`src/rtl/rsa_core.sv`:
```
// 8-bit constant-time modular exponentiation R = M^E mod N with serial byte loading.
// Left-to-right square-and-always-multiply built on a bit-serial interleaved modular multiplier.
module rsa_core (
    input  logic       core_clk,
    input  logic       core_rst,
    input  logic       core_load,
    input  logic [7:0] core_din,
    output logic       core_done,
    output logic       core_err,
    output logic [7:0] core_dout
);

    typedef enum logic [2:0] {StIdle, StGot1, StGot2, StBusy, StFin} state_e;

    // 8 reduce cycles + 8 exponent bits * (8 square + 8 multiply) cycles
    localparam logic [7:0] LastCnt = 8'd135;

    state_e     state_q, state_d;
    logic [7:0] m_q, m_d, e_q, e_d, n_q, n_d;
    logic [7:0] mr_q, mr_d, r_q, r_d, dout_q, dout_d;
    logic [7:0] cnt_q, cnt_d;
    logic [9:0] acc_q, acc_d;
    logic       done_q, done_d, err_q, err_d;

    logic       reduce_ph, mul_ph, n_ok;
    logic [6:0] k7;
    logic [2:0] bit_idx, exp_idx;
    logic [7:0] op_a, op_b;
    logic [9:0] acc_in, sum, n10, red1, red2;

    // Datapath: one step of MM(op_a, op_b), MSB of op_b first
    always_comb begin
        k7        = cnt_q[6:0] - 7'd8;
        reduce_ph = (cnt_q < 8'd8);
        mul_ph    = k7[3];
        bit_idx   = ~k7[2:0];
        exp_idx   = ~k7[6:4];
        n_ok      = (n_q >= 8'd2);
        op_a      = reduce_ph ? 8'd1 : r_q;
        op_b      = reduce_ph ? m_q : (mul_ph ? mr_q : r_q);
        acc_in    = (k7[2:0] == 3'd0) ? 10'd0 : acc_q;
        n10       = {2'b00, n_q};
        sum       = (acc_in << 1) + (op_b[bit_idx] ? {2'b00, op_a} : 10'd0);
        red1      = (sum >= n10) ? sum - n10 : sum;
        red2      = (red1 >= n10) ? red1 - n10 : red1;
    end

    always_comb begin
        state_d = state_q;
        m_d     = m_q;
        e_d     = e_q;
        n_d     = n_q;
        mr_d    = mr_q;
        r_d     = r_q;
        cnt_d   = cnt_q;
        acc_d   = acc_q;
        dout_d  = dout_q;
        done_d  = 1'b0;
        err_d   = 1'b0;
        unique case (state_q)
            StIdle: begin
                if (!core_load) begin
                    m_d     = core_din;
                    state_d = StGot1;
                end
            end
            StGot1: begin
                if (!core_load) begin
                    e_d     = core_din;
                    state_d = StGot2;
                end
            end
            StGot2: begin
                if (!core_load) begin
                    n_d     = core_din;
                    r_d     = 8'd1;
                    cnt_d   = 8'd0;
                    state_d = StBusy;
                end
            end
            StBusy: begin
                // Illegal modulus still burns the full cycle count to keep latency fixed
                if (n_ok) begin
                    acc_d = red2;
                    if (k7[2:0] == 3'd7) begin
                        if (reduce_ph) begin
                            mr_d = red2[7:0];
                        end else if (!mul_ph || e_q[exp_idx]) begin
                            r_d = red2[7:0];
                        end
                    end
                end
                cnt_d = cnt_q + 8'd1;
                if (cnt_q == LastCnt) begin
                    state_d = StFin;
                end
            end
            StFin: begin
                done_d  = 1'b1;
                err_d   = !n_ok;
                dout_d  = n_ok ? r_q : 8'h00;
                cnt_d   = 8'd0;
                state_d = StIdle;
            end
            default: state_d = StIdle;
        endcase
    end

    always_ff @(posedge core_clk or negedge core_rst) begin
        if (!core_rst) begin
            state_q <= StIdle;
            m_q     <= 8'h00;
            e_q     <= 8'h00;
            n_q     <= 8'h00;
            mr_q    <= 8'h00;
            r_q     <= 8'h00;
            cnt_q   <= 8'h00;
            acc_q   <= 10'h000;
            dout_q  <= 8'h00;
            done_q  <= 1'b0;
            err_q   <= 1'b0;
        end else begin
            state_q <= state_d;
            m_q     <= m_d;
            e_q     <= e_d;
            n_q     <= n_d;
            mr_q    <= mr_d;
            r_q     <= r_d;
            cnt_q   <= cnt_d;
            acc_q   <= acc_d;
            dout_q  <= dout_d;
            done_q  <= done_d;
            err_q   <= err_d;
        end
    end

    assign core_done = done_q;
    assign core_err  = err_q;
    assign core_dout = dout_q;

endmodule

```
`config.mk`:
```
export PLATFORM = sky130hd
export DESIGN_NAME = rsa_core
export DESIGN_NICKNAME = d
export VERILOG_FILES = /design/src/rtl/rsa_core.sv
export SDC_FILE = /design/constraint.sdc
export NUM_CORES = 1
export LEC_CHECK = 0
export ABC_AREA = 1
export BUFFER_PORTS_ARGS = -buffer_cell sky130_fd_sc_hd__buf_2
export CAP_MARGIN = 20
export CORE_UTILIZATION = 25
export CTS_CLUSTER_SIZE = 10
export DETAILED_ROUTE_END_ITERATION = 8
export PLACE_DENSITY = 0.47
export SETUP_SLACK_MARGIN = 0.5
export SLEW_MARGIN = 20
export SYNTH_ARGS = -nofsm -noshare
export SYNTH_HDL_FRONTEND = slang
export SYNTH_SLANG_ARGS = --single-unit
```
`constraint.sdc`:
```
create_clock -name core_clk -period 5.3 [get_ports core_clk]
set_input_delay 1.06 -clock core_clk [delete_from_list [all_inputs] [get_ports core_clk]]
set_output_delay 1.06 -clock core_clk [all_outputs]
set_load 0.05 [all_outputs]
```
==> results of run 1 <==
## layout make-up
class | count | area [um^2] | share of cell area, %
clock buffers | 11 | 253 | 3.84
well taps | 234 | 293 | 4.45
flip-flops and latches | 70 | 1750 | 26.7
repair buffers | 105 | 771 | 11.7
inverters | 83 | 319 | 4.85
clock inverters | 5 | 56.3 | 0.856
multi-input cells | 490 | 3130 | 47.6
## per-stage QoR
| stage | utilization [%] | std cells | setup TNS [ps] | area [um^2] | hold WS [ps] |
|---|---|---|---|---|---|
| after floorplan | - | 653 | 0 | 4940 | 445 |
| after global placement | 30.6 | 957 | -3290 | 5720 | 460 |
| after detailed placement | 30.6 | 957 | -2080 | 5720 | 462 |
| after CTS | 34.2 | 992 | 0 | 6400 | 478 |
| after global routing | 35.2 | 998 | -6180 | 6580 | 496 |
| final | 35.2 | 998 | 0 | 6580 | 469 |
## timing repair
| action | 4_1_cts | 5_1_grt |
|---|---|---|
| setup endpoints to repair | 25 | 25 |
| setup buffers | 19 | 6 |
| endpoints found under the hold margin | 0 | 0 |
| pin swaps | 25 | 27 |
| gates resized for setup | 56 | 33 |
## power by group
part / total (mW) / leakage, nW / switching, mW / internal [mW]
clock network: 0.630 / 0.152 / 0.240 / 0.390
registers: 0.534 / 0.920 / 0 / 0.534
logic: 0.0183 / 2.10 / 0.0150 / 0.00326
## metal layers
metal / track usage, % / share of wire, % / up-vias
met5: 0 / 0 / -
met4: 3.12 / 1.3 / 0
met3: 2.60 / 1.8 / 16
met2: 23.9 / 45 / 46
met1: 21.0 / 52 / 2028
li1: - / - / 2321
## registers in the layout, summed over array words and instances (netlist names), 3 cells and up
signal,cells
r_q,8
state_q,3
core_dout,8
cnt_q,8
mr_q,8
acc_q,9
m_q,8
e_q,8
n_q,8
## cells by family (layout without fill, tap and decap cells)
kind of cell / Yosys count / count (layout) / synth area share, %
simple gates: 347 / 347 / 32.4
buf+inv: 93 / 204 / 7.57
compound gates: 92 / 92 / 11.0
flops: 70 / 70 / 36.7
fa+ha+maj: 31 / 31 / 8.59
xor+xnor: 18 / 18 / 3.30
mux: 2 / 2 / 0.445
## worst reg2reg max path, delay by kind of cell, from the launching register on
family	cells	cell delay, ps
AND/OR/NAND/NOR	18	1710
buffers and inverters	13	1270
adder cells (fa/ha/maj)	4	1040
flip-flops	1	400
XOR/XNOR	2	380
AO/OA/AOI/OAI	4	350
## final timing paths
| kind | endpoint | cells past startpoint | start | slack [ps] |
|---|---|---|---|---|
| worst max-delay path | acc_q[8] | 41 | cnt_q[3] | 40 |
| worst min-delay path | core_dout[7] | 2 | core_dout[7] | 470 |
| worst max register to register | acc_q[8] | 41 | cnt_q[3] | 40 |
| worst min register to register | core_dout[7] | 2 | core_dout[7] | 470 |
| max in group asynchronous | cnt_q[0] | 1 | core_rst | 3790 |
| min in group asynchronous | e_q[2] | 1 | core_rst | 850 |
## placed cells by master, fill, tap and decap left out, types with 17 or more instances in the layout
cell type  count
buf_2         19
ha_1          17
dfrtp_1       69
inv_1         70
nand2_1      170
buf_4         78
nand2_2       20
nor2_1        42
o21ai_0       32
nand3_1       41
==> run metrics, run 1 <==
vias in the first global route=4400; Top delay family on crit path=simple AND/OR/NAND/NOR gates; Async SR Flop Fraction=between 90% and 100%; pre-CTS WS=-133 ps; minimum clock period=5260 ps; CTS Buffer Depth=2; num rows=50; NumNets Final=801; Fin. Hold Viols=0; die height=140 um; largest net degree at the start of global routing=71; syn nets=695; CP dominant cell by count=nand2_2; clock root buffer=clkbuf_16; Fill cells=1968; CP Max Fanout=7; number of synthesized flops with an enable pin=0; CP arrival=5490 ps; Area Overhead vs Synth=37.7%; Ys Warns=0; DR pass1 iterations=5; Syn Area/Cell=7.31 um^2; first-pass GRT wire length=23.0 mm; # diodes=0; slew of the pin with the lowest slew margin=929 ps; status=finished clean; CP endpoint kind=register; worst-skew pair later-pin latency=340 ps; power per cell area=approximately 180 nW/um^2; slowest stage cell on the critical path=dfrtp_1; worst hold path class=reg -> reg; DR DRC count=0; leakage power=3.17 nW; final WL=13.8 mm; area of the core=about 19000 um^2; WP data required=roughly 5500 ps; class of the most critical setup path=reg -> reg; most common cell in the netlist=nand2_1; die area=19700 um^2; ranking of synthesized cells by area=dfrtp_1 (37%), nand2_1 (15%), ha_1 (7.3%), nand3_1 (6.1%), inv_1 (6.1%); sequential fraction of the synthesis area=36.7%; Yosys reg bits=70; hold buffer count at CTS=0; total CTS buffers=9; grt ovf=0; post-synthesis cell type count=38; GPL Wtd Cong=just over 0.8; Final ANT Viol Nets=0; Starting Density=25.5%; Peak supply drop=137 uV; crit path launch type=register; Tot GR Track Use=14.9%; Syn Std Cell Area=4780 um^2; H-tree levels=3; IO Count=21; top cell type's share of synthesized area=a little under two fifths; input/output buffers=20; final period utilization=99.3%; DIE WIDTH=140 um; Max stage delay on crit path=around 400 ps; commonest cells in the netlist=nand2_1 (190), inv_1 (77), dfrtp_1 (70), nand3_1 (58), nor2_1 (53); via count=4411; WL per Instance=13.8 um; Final Setup Violations=0; hpwl dp=around 11 mm; relative slew slack=between 30% and 40%; clock sink count=70; ratio of cells with drive above 1 in the final layout=31.7%; register clock-pin slew on the reported worst setup and hold paths=60 ps; CTS tree=built; Post-Syn Instances=653; clk_skew=between 4 and 5 ps; max_cap viols=0; Buf/Inv on CP=13; RSZ-0062 raised after global routing=true; initial antenna violation count=0; Fmax=0.190 GHz; Tot Pwr=1.18 mW; Slew Viols, Final=0; DRT iter0 DRCs=237; Vias/cell=roughly 4.4; Primary FF master, synth=dfrtp_1; PnR worst setup slack=about 37 ps; cell taking the most area after synthesis=dfrtp_1
(Power assumes the default switching activity.)
==> run 2, diff against run 1 <==
Settings changed: PLACE_DENSITY 0.47 to 0.46.
Clock period 5.3 ns to 6.8 ns, I/O delays scaled along.
==> run 2 against run 1 <==
Net effect:
- via count is 5.3% lower
- register-to-register slack improved by 1000 ps
- worst hold slack improved by 3.7 ps
- wire length shrank 7.1%
- fmax fell by 8.3%
- setup slack gained 1000 ps
- clock power decreased by 19%
- first-iteration DRC count up 23%
- sequential power down 22%
- critical path depth increased by 2
- critical endpoint is now acc_q[4]
- largest power group unchanged
==> run metrics, run 2 (synthesis results as in run 1) <==
via count=4177 (-5.3%); vias in the first global route=3932 (-11%); RSZ-0062 raised after global routing=false; met2 track demand over resource=20.6% (-3.3 points); GPL Wtd Cong=0.849 (+3.2%); Starting Density=25.5% (unchanged); # diodes=0 (unchanged); register clock-pin slew on the reported worst setup and hold paths=60 ps (about the same); CP Max Fanout=9 (+2); Biggest register=acc_q; CP arrival=5960 ps (+470 ps); Max stage delay on crit path=440 ps (+40 ps); Fin. Hold Viols=0 (unchanged); most frequent cells in the layout=nand2_1 (190), inv_1 (75), dfrtp_1 (68); max_cap viols=0 (unchanged); FF/Latch Area=1750 um^2 (about the same); input/output buffers=20 (unchanged); GRT busiest layer=met2; placed cell areas=5130 um^2 (-10%); minimum clock period=5740 ps (+474 ps); pre-CTS WS=332 ps (+465 ps); area occupied by multi-input gates=2700 um^2 (-14%); PnR worst setup slack=1060 ps (+1030 ps); Largest register FFs=9 (unchanged); CP dominant cell by count=nand2_1; clock sink count=70 (unchanged); Area Overhead vs Synth=17.1%; die height=140 um (unchanged); WL per Instance=13.8 um (+0.14%); slew of the pin with the lowest slew margin=941 ps (+12.3 ps); class of the most critical setup path=reg -> reg; clk_skew=6.62 ps (+2.56 ps); worst-skew pair later-pin latency=330 ps (about the same); Final ANT Viol Nets=0 (unchanged); initial antenna violation count=0 (unchanged); power per cell area=168 nW/um^2 (-6.7%); Slew Viols, Final=0 (unchanged); die area=19700 um^2 (unchanged); final period utilization=84.4% (-15 points); NumNets Final=729 (-9.0%); area of the core=18700 um^2 (unchanged); CTS Buffer Depth=2 (unchanged); first-pass GRT wire length=21.0 mm (-8.8%); post-route design area=5590 um^2 (-15%); Fill cells=2018 (+2.5%); IO Count=21 (unchanged); largest net degree at the start of global routing=71 (unchanged); hpwl dp=9.85 mm (-7.1%); Top delay family on crit path=simple AND/OR/NAND/NOR gates; CTS tree=built; WP data required=7020 ps (+1500 ps); crit path launch type=register; global routing usage on met3=3.28% (+0.68 points); num rows=50 (unchanged); Peak supply drop=114 uV (-17%); Tot Pwr=0.939 mW (-21%); Final Setup Violations=0 (unchanged); leakage power=2.73 nW (-14%); DRT iter0 DRCs=291 (+23%); worst hold path class=reg -> reg; Fmax=0.174 GHz (-8.3%); Buf/Inv on CP=9 (-4); slowest stage cell on the critical path=dfrtp_2; GR Layer Usage met1=19.5% (-1.5 points); DR DRC count=0 (unchanged); ratio of cells with drive above 1 in the final layout=14.6% (-17 points); DIE WIDTH=140 um (unchanged); Tot GR Track Use=13.7% (-1.3 points); clock root buffer=clkbuf_16; total CTS buffers=9 (unchanged); Vias/cell=4.51 (+2.1%); grt ovf=0 (unchanged); relative slew slack=37.3% (-0.82 points); commonest non-fill, non-tap cell in the layout=nand2_1; DR pass1 iterations=4 (-1); post-route setup TNS=0 ps (unchanged); CP endpoint kind=register; status=finished clean; hold buffer count at CTS=0 (unchanged); H-tree levels=3 (unchanged); final WL=12.8 mm (-7.1%)
==> run 2: layout make-up <==
| cell class | instances | area share (%) |
|---|---|---|
| Multi-Input combinational cell | 490 | 48.3 |
| Clock buffer | 9 | 4.03 |
| Tap cell | 234 | 5.24 |
| Timing Repair inverter | 1 | 0.134 |
| Timing Repair Buffer | 32 | 3.45 |
| Inverter | 83 | 5.71 |
| Sequential cell | 70 | 31.4 |
| Clock inverter | 7 | 1.75 |
==> run 2: what timing repair did <==
action	CTS	global route
pin swaps	0	5
buffers inserted	0	11
setup endpoints to repair	25	25
resized for setup	4	12
cloned	0	1
hold endpoints to repair	0	0
==> run 2: per-layer routing <==
metal / vias to the layer above / routed length [um]
li1: 2177 / -
met3: 11 / 499
met2: 77 / 5480
met1: 1912 / 6650
met5: - / 0
met4: 0 / 180
==> run 2: final timing paths <==
kind / from / endpoint / slack (ps) / cells after the start
worst min-delay path: core_dout[1] / core_dout[1] / 470 / 2
worst min register to register: core_dout[1] / core_dout[1] / 470 / 2
worst max-delay path: cnt_q[3] / acc_q[4] / 1060 / 43
max in group asynchronous: core_rst / cnt_q[0] / 4980 / 1
worst max register to register: cnt_q[3] / acc_q[4] / 1060 / 43
min in group asynchronous: core_rst / e_q[4] / 1170 / 1
==> run 2: per-stage QoR <==
step	instances	util [%]	hold slack, ps
after floorplan	653	-	445
after global placement	898	27.4	463
after detailed placement	898	27.4	462
after CTS	914	29.2	478
after global routing	926	29.9	499
final	926	29.9	473
==> run 2: power by group <==
group	switching (mW)	internal [mW]	total, mW
Combinational	0.0117	0.00254	0.0142
Sequential	0	0.417	0.417
Clock	0.186	0.322	0.508
Total	0.198	0.741	0.939
==> run 2: tightest hold or removal path, cell delays in order (launching register included) <==
cell	delay (ps)
dfrtp_1	340
nand2_1	50
nand2_1	50
==> run 3, diff against run 2 <==
Settings changed: PLACE_DENSITY 0.46 to 0.47.
Clock period 6.8 ns to 5.15 ns, I/O delays scaled along.
==> run 3 against run 2 <==
Net effect:
- the flow now finishes with violations (negative setup slack)
- die area did not move
- clock skew barely moved
- non-clock buffer count rose by 66
- cell area rose by 16%
- via count rose by 6.3%
- core utilization rose by 4.7 points
- worst hold slack got worse by 2.6 ps
- sequential power rose by 32%
- critical path depth fell by 8
- sequential share of layout area fell by 4.3 points
- global-route usage rose by 0.90 points
- sequential cell count did not move
- critical endpoint is now acc_q[5]
==> run metrics, run 3 (synthesis results as in run 1) <==
status=finished with violations; failing checks=negative setup slack; WP data required=5360 ps (-1660 ps); R2R setup slack=-110 ps (-1170 ps); initial antenna violation count=0 (unchanged); Hold Slack=471 ps (-2.62 ps); die area=19700 um^2 (unchanged); Slew Viols, Final=0 (unchanged); final period utilization=102% (+18 points); CP endpoint kind=register; Fmax=0.190 GHz (+9.1%); Fill cells=1975 (-2.1%); hold path depth=2 (unchanged); ratio of cells with drive above 1 in the final layout=31.5% (+17 points); final WL=13.5 mm (+5.8%); Fin. Hold Viols=0 (unchanged); GPL Wtd Cong=0.857 (+0.91%); minimum clock period=5260 ps (-478 ps); Biggest register=acc_q; CTS Buffer Depth=2 (unchanged); CP dominant cell by count=nand2_4; power per cell area=175 nW/um^2 (+4.4%); class of the most critical setup path=reg -> reg; CTS tree=built; die height=140 um (unchanged); Worst Hold Path EP=core_dout[2]; Final ANT Viol Nets=0 (unchanged); Tot Pwr=1.13 mW (+21%); Final Setup Violations=25 (+25); grt ovf=0 (unchanged); worst-skew pair later-pin latency=340 ps (about the same); pre-CTS WS=-189 ps (-522 ps); path depth of the worst reg2reg path=35 (-19%); IO Count=21 (unchanged); Largest register FFs=9 (unchanged); WL per Instance=13.6 um (-1.4%); crit path launch type=register; Area Overhead vs Synth=35.4%; input/output buffers=20 (unchanged); num rows=50 (unchanged); relative slew slack=38.7% (+1.4 points); DIE WIDTH=140 um (unchanged); clk_skew=6.29 ps (-0.328 ps); RR Endpoint=acc_q[5]; Vias/cell=4.47 (-0.90%); leakage power=3.09 nW (+13%); hpwl dp=10.4 mm (+5.9%); # diodes=0 (unchanged); max_cap viols=0 (unchanged); slew of the pin with the lowest slew margin=919 ps (-21.6 ps); CP Max Fanout=5 (-4); Peak supply drop=137 uV (+20%); DRT iter0 DRCs=225 (-23%); area of the core=18700 um^2 (unchanged); PnR worst setup slack=-109 ps (-1170 ps); first-pass GRT wire length=22.5 mm (+7.2%); hold path start=core_dout[2]; vias in the first global route=4378 (+11%); via count=4439 (+6.3%); NumNets Final=796 (+9.2%); most frequent cells in the layout=nand2_1 (164), buf_4 (75), inv_1 (69); Crit Reg-Reg Startpoint=cnt_q[0]; total CTS buffers=9 (unchanged); Tot GR Track Use=14.6% (+0.90 points); slowest stage cell on the critical path=dfrtp_2; post-route design area=6470 um^2 (+16%); DR DRC count=0 (unchanged); CP arrival=5470 ps (-490 ps); Starting Density=25.5% (unchanged); DR pass1 iterations=4 (unchanged); Max stage delay on crit path=460 ps (+20 ps); worst hold path class=reg -> reg; register clock-pin slew on the reported worst setup and hold paths=60 ps (about the same); commonest non-fill, non-tap cell in the layout=nand2_1; placed cell areas=5720 um^2 (+11%); largest net degree at the start of global routing=71 (unchanged); clock sink count=70 (unchanged); clock root buffer=clkbuf_16; RSZ-0062 raised after global routing=true; H-tree levels=3 (unchanged)
run 3: worst max path at each step:
stage                  start       end  slack (ps)  depth (start not counted)
finish              cnt_q[0]  acc_q[5]        -110                         35
global route        cnt_q[0]  acc_q[2]        -430                         38
CTS                 cnt_q[0]   mr_q[6]        -100                         41
detailed placement  cnt_q[0]    r_q[1]        -190                         37
global placement    cnt_q[0]    r_q[1]        -230                         37
floorplan           cnt_q[0]   mr_q[4]         340                         41
run 3: per-stage QoR:
| stage | utilization [%] | TNS, ps | cells |
|---|---|---|---|
| floorplan | - | 0 | 653 |
| global placement | 30.6 | -3550 | 957 |
| detailed placement | 30.6 | -3090 | 957 |
| CTS | 33.1 | -1700 | 987 |
| global route | 34.6 | -9790 | 993 |
| finish | 34.6 | -1950 | 993 |
run 3: metal layers:
layer  vias up  GRT usage (%)  share of wire [%]
met5         -              0                  0
met4         0           3.35                1.0
met3        13           2.53                3.6
met2        70           23.0                 45
met1      2034           20.7                 50
li1       2322              -                  -
run 3: critical path, delay by kind of cell, from the launching register on:
family,cells,cell delay (ps)
AND/OR/NAND/NOR,16,1640
adder cells (fa/ha/maj),6,1560
buffers and inverters,7,730
AO/OA/AOI/OAI,5,490
flip-flops,1,460
XOR/XNOR,1,230
run 3: timing repair:
item / in CTS / in global routing
hold buffers: 0 / 0
pin swaps: 25 / 15
gates resized for setup: 29 / 57
buffers inserted: 13 / 5
cloned: 1 / 1
endpoints found under the setup margin: 25 / 25
run 3: power by group:
group | total [mW] | internal, mW | switching, mW | leakage (nW)
sequential | 0.550 | 0.550 | 0 | 0.920
clock | 0.564 | 0.322 | 0.242 | 0.135
combinational | 0.0190 | 0.00336 | 0.0156 | 2.04
run 3: cell type report:
class	instances	area [um^2]	area share, %
Timing Repair inverter	1	7.51	0.116
Tap cell	234	293	4.53
Clock buffer	9	225	3.48
Multi-Input combinational cell	491	3120	48.2
Timing Repair Buffer	98	712	11.0
Clock inverter	7	41.3	0.638
Sequential cell	70	1750	27.1
Inverter	83	317	4.89
